==> config.mk <==
export PLATFORM = sky130hd
export DESIGN_NAME = uart_tx_fifo
export DESIGN_NICKNAME = d
export VERILOG_FILES = /design/src/rtl/uart_tx_fifo.sv
export SDC_FILE = /design/constraint.sdc
export NUM_CORES = 1
export LEC_CHECK = 0
export CORE_MARGIN = 8
export CORE_UTILIZATION = 60
export DETAILED_ROUTE_END_ITERATION = 7
export HOLD_SLACK_MARGIN = 0.05
export PLACE_DENSITY_LB_ADDON = 0.08
export SYNTH_ARGS = -nofsm -noshare
export SYNTH_HDL_FRONTEND = slang
export SYNTH_SLANG_ARGS = --single-unit
==> constraint.sdc <==
create_clock -name clk -period 3.35 [get_ports clk]
set_clock_uncertainty 0.15 [all_clocks]
set_input_delay 0.67 -clock clk [delete_from_list [all_inputs] [get_ports clk]]
set_output_delay 0.67 -clock clk [all_outputs]
set_load 0.05 [all_outputs]
==> src/rtl/uart_tx_fifo.sv <==
// Byte FIFO feeding a UART transmitter through a start/busy handshake.
// A watchdog drops the in-flight byte if the transmitter never acknowledges tx_start.
module uart_tx_fifo #(
    parameter int unsigned DEPTH       = 16,
    parameter int unsigned ACK_TIMEOUT = 16
) (
    input  logic                     clk,
    input  logic                     rst,
    input  logic                     wr_en,
    input  logic [7:0]               wr_data,
    input  logic                     tx_busy,
    output logic [7:0]               txdata,
    output logic                     tx_start,
    output logic                     full,
    output logic                     empty,
    output logic [$clog2(DEPTH):0]   count,
    output logic                     overflow,
    output logic                     timeout_err
);

    localparam int unsigned AW = $clog2(DEPTH);
    localparam int unsigned CW = $clog2(ACK_TIMEOUT + 1);
    localparam logic [AW:0]   FullCount = DEPTH[AW:0];
    localparam logic [CW-1:0] AckLimit  = ACK_TIMEOUT[CW-1:0];

    typedef enum logic [1:0] {StIdle, StStart, StWaitAck, StWaitDone} state_e;

    state_e          state_q, state_d;
    logic [7:0]      mem [DEPTH];
    logic [AW-1:0]   wr_ptr_q, rd_ptr_q;
    logic [AW:0]     count_q, count_d;
    logic [CW-1:0]   to_cnt_q, to_cnt_d;
    logic [7:0]      txdata_q;
    logic            overflow_q, timeout_err_q;
    logic            wr_acc, pop, to_hit;

    assign full        = (count_q == FullCount);
    assign empty       = (count_q == '0);
    assign count       = count_q;
    assign txdata      = txdata_q;
    assign overflow    = overflow_q;
    assign timeout_err = timeout_err_q;

    // Full is registered, so a pop on the same edge never frees room for this write.
    assign wr_acc = wr_en & ~full;

    always_comb begin
        state_d  = state_q;
        to_cnt_d = to_cnt_q;
        pop      = 1'b0;
        to_hit   = 1'b0;
        tx_start = 1'b0;
        unique case (state_q)
            StIdle: begin
                if (!empty) begin
                    pop     = 1'b1;
                    state_d = StStart;
                end
            end
            StStart: begin
                tx_start = 1'b1;
                to_cnt_d = '0;
                state_d  = StWaitAck;
            end
            StWaitAck: begin
                if (tx_busy) begin
                    state_d = StWaitDone;
                end else begin
                    to_cnt_d = to_cnt_q + 1'b1;
                    if (to_cnt_d == AckLimit) begin
                        to_hit  = 1'b1;
                        state_d = StIdle;
                    end
                end
            end
            StWaitDone: begin
                if (!tx_busy) begin
                    state_d = StIdle;
                end
            end
            default: state_d = StIdle;
        endcase
    end

    always_comb begin
        count_d = count_q;
        unique case ({wr_acc, pop})
            2'b10:   count_d = count_q + 1'b1;
            2'b01:   count_d = count_q - 1'b1;
            default: count_d = count_q;
        endcase
    end

    always_ff @(posedge clk) begin
        if (wr_acc && !rst) begin
            mem[wr_ptr_q] <= wr_data;
        end
    end

    always_ff @(posedge clk) begin
        if (rst) begin
            state_q       <= StIdle;
            wr_ptr_q      <= '0;
            rd_ptr_q      <= '0;
            count_q       <= '0;
            to_cnt_q      <= '0;
            txdata_q      <= 8'h00;
            overflow_q    <= 1'b0;
            timeout_err_q <= 1'b0;
        end else begin
            state_q  <= state_d;
            count_q  <= count_d;
            to_cnt_q <= to_cnt_d;
            if (wr_acc) begin
                wr_ptr_q <= wr_ptr_q + 1'b1;
            end
            if (pop) begin
                txdata_q <= mem[rd_ptr_q];
                rd_ptr_q <= rd_ptr_q + 1'b1;
            end
            if (wr_en && full) begin
                overflow_q <= 1'b1;
            end
            if (to_hit) begin
                timeout_err_q <= 1'b1;
            end
        end
    end

endmodule

==> flow_metrics.tcl, run 1 <==
set metrics [dict create \
    fin_crit_ns 3.16 \
    synth.net_count 428 \
    grt_pass1_wl_um 20200 \
    drtIter0Drc 317 \
    worstMarginPinSlew_ns 0.792 \
    cts_made_buffers 17 \
    cts_setup_buffers 0 \
    drt-met1-wl_um 5240 \
    setup.worst_path.start "count[0]" \
    crit_slowest_cell "or4_1" \
    power.switching_mw 1.84 \
    critPathBufInv 1 \
    antenna_left 0 \
    p_clk_frac 0.336 \
    netlist_area_mm2 0.00636 \
    ir_worst_vdd_mv 0.691 \
    path_cells "or4_1 > nor2_1 > dlygate4sd2_1" \
    top_layer "met4" \
    die_x_um 119 \
    max_stage_delay_ns 0.72 \
    cp_data_required_time_ns 2.53 \
    clock_latency_ns 0.53 \
    cts_htree_levels 4 \
    swShare 0.314 \
    setup_tns_ns 0 \
    start_util 0.616 \
    slew_headroom 0.471 \
    overflow 0 \
    hold_ws_ns 0.321 \
    ys_types 44 \
    endpoint_kind "output pin" \
    p_leak_nw 2.49 \
    area_growth_pct 17.9 \
    tritoncts "done" \
    antenna_cells 0 \
    outcome "complete, no violations" \
    hold_path.startpoint "overflow" \
    grt_max_degree 51 \
    port-buffer-count 29 \
    cap_violations 0 \
    async_flop_share 0 \
    dieArea_mm2 0.0142 \
    avgRoutedWirePerCell_um 21.0 \
    place_congestion 0.767 \
    final_cell_mix "128 x edfxtp_1, 59 x nor2_1, 36 x mux2i_1, 29 x dfxtp_1, 27 x clkdlybuf4s50_1" \
    dr_total_vias 3550 \
    ios 30 \
    ys_seq_area_frac 0.699 \
    combinationalPowerShare 0.265 \
    path_clk_slew_ns 0.06 \
    antenna_found_initial 0 \
    hp-class "register to register" \
    grt_pass1_vias 3637 \
    worst-setup-path-type "register to output pin" \
    firstDrtPassIters 4 \
    track_usage 0.192 \
    p_int_mw 4.03 \
    wl_met2_um 6470 \
    root_buffer "clkbuf_8" \
    place_hpwl_um 7930 \
    synth_edf_count 128 \
    rows 37 \
    ys.flop_type "edfxtp_1" \
    final-hold-violation-count 0 \
    clock-sinks 158 \
    die_h_um 119 \
    yosysWarningCount 0 \
    power_per_cell_area_mw_per_mm2 783 \
    cp-start-kind "register" \
    drc 0 \
    crit_arrival_ns 2.34 \
    netlist_instances 405 \
    cp_max_fo 6 \
    r2r-start "count[0]" \
    via_per_inst 5.88 \
    setup_viol_count_final 0 \
    final_nets 478 \
    cts_buffer_depth 2 \
    p_seq_frac 0.400 \
    wl_met3_um 814 \
    core_area_mm2 0.0103 \
    syn-mean-instance-area_um2 15.7 \
    wl_um 12700 \
    drive_above_1_share 0.160 \
    max_freq_ghz 0.316 \
    drv_slew 0 \
    ys_seq_elements 158 \
    post-route-period-util 0.943 \
    critPathTopFamily "simple AND/OR/NAND/NOR gates" \
    final_common_cell "edfxtp_1" \
    rsz0062_at_grt "no" \
]
-- per-stage QoR --
stage | setup slack, ns | total power, mW | utilization | instance area, um2 | instances
6_report | 0.189 | 5.87 | 0.726 | 7500 | 604
5_1_grt | 0.116 | 6.12 | 0.726 | 7500 | 604
4_1_cts | 0.159 | 5.92 | 0.726 | 7500 | 604
3_5_place_dp | 0.0319 | 3.96 | 0.668 | 6890 | 572
3_3_place_gp | 0.109 | 3.92 | 0.668 | 6890 | 572
2_1_floorplan | 0.190 | 3.49 | - | 6360 | 405
-- repair_timing --
action | in CTS | in global routing
hold buffers | 0 | 0
endpoints found under the setup margin | 2 | 0
resized for setup | 2 | 0
-- final timing paths --
| kind | depth (start not counted) | endpoint | slack, ns |
|---|---|---|---|
| worst max-delay path | 3 | full | 0.19 |
| worst min-delay path | 2 | overflow | 0.32 |
| worst max register to register | 9 | count[4] | 0.49 |
| worst min register to register | 2 | overflow | 0.32 |
-- final cells by class --
type	count	area, um2
flip-flops and latches	158	4450
fillers	657	2830
multi-input cells	222	1790
repair buffers	51	465
clock buffers	18	418
clock inverters	14	189
well taps	136	170
inverters	5	18.8
-- power groups by stage --
| stage | clock (mW) | sequential (mW) | combinational [mW] |
|---|---|---|---|
| after detailed placement | 0 | 2.39 | 1.58 |
| after global routing | 2.08 | 2.36 | 1.68 |
| after CTS | 2.00 | 2.34 | 1.57 |
| after floorplan | 0 | 2.62 | 0.876 |
| after global placement | 0 | 2.38 | 1.54 |
| final | 1.97 | 2.34 | 1.55 |
-- metal layers --
layer,vias up,track usage
li1,1672,-
met1,1765,0.238
met2,102,0.313
met3,11,0.0595
met4,0,0.0688
met5,-,0
-- logic make-up after synthesis --
family	Yosys count	synth area share
flip-flops	158	0.699
adder cells (fa/ha/maj)	11	0.0228
buffers and inverters	25	0.0203
AND/OR/NAND/NOR	90	0.0657
AO/OA/AOI/OAI	59	0.0651
multiplexers	53	0.115
XOR/XNOR	9	0.0124
-- cells in the mapped netlist, types with 3 or more instances --
library cell / n / area, um2
o22ai_1: 17 / 106
ha_1: 10 / 125
nor2_1: 59 / 221
a21oi_1: 12 / 60.1
xnor2_1: 3 / 26.3
buf_2: 11 / 55.1
xor2_1: 6 / 52.6
a311oi_1: 9 / 78.8
mux2i_1: 36 / 360
and3_1: 4 / 25.0
nand3b_1: 6 / 45.0
inv_1: 5 / 18.8
a22oi_1: 8 / 60.1
o211ai_1: 3 / 22.5
mux4_2: 16 / 360
nand2_1: 5 / 18.8
clkbuf_1: 4 / 15.0
dfxtp_1: 30 / 601
nor2b_1: 4 / 25.0
edfxtp_1: 128 / 3840
-- registers in the layout (all words and copies together), names as in the netlist --
| register | flops |
|---|---|
| wr_ptr_q | 4 |
| mem | 128 |
| count | 5 |
| txdata | 8 |
| rd_ptr_q | 4 |
| to_cnt_q | 5 |
| timeout_err | 1 |
| overflow | 1 |
| state_q | 2 |
-- worst min-delay path: stages (launching register included) --
cell and delay, ns:
dfxtp_1 0.33, a21oi_1 0.04, nor2_1 0.07
No activity file was read; power rests on OpenSTA's default activity.
==> inputs of run 2 (changes only) <==
--- a/config.mk
+++ b/config.mk
@@ -7,9 +7,11 @@
 export LEC_CHECK = 0
 export CORE_MARGIN = 8
 export CORE_UTILIZATION = 60
+export CTS_CLUSTER_SIZE = 40
 export DETAILED_ROUTE_END_ITERATION = 7
 export HOLD_SLACK_MARGIN = 0.05
 export PLACE_DENSITY_LB_ADDON = 0.08
+export SLEW_MARGIN = 25
 export SYNTH_ARGS = -nofsm -noshare
 export SYNTH_HDL_FRONTEND = slang
 export SYNTH_SLANG_ARGS = --single-unit
==> results of run 2 <==
No change in the layout: final DEF, timing and power equal those of run 1.
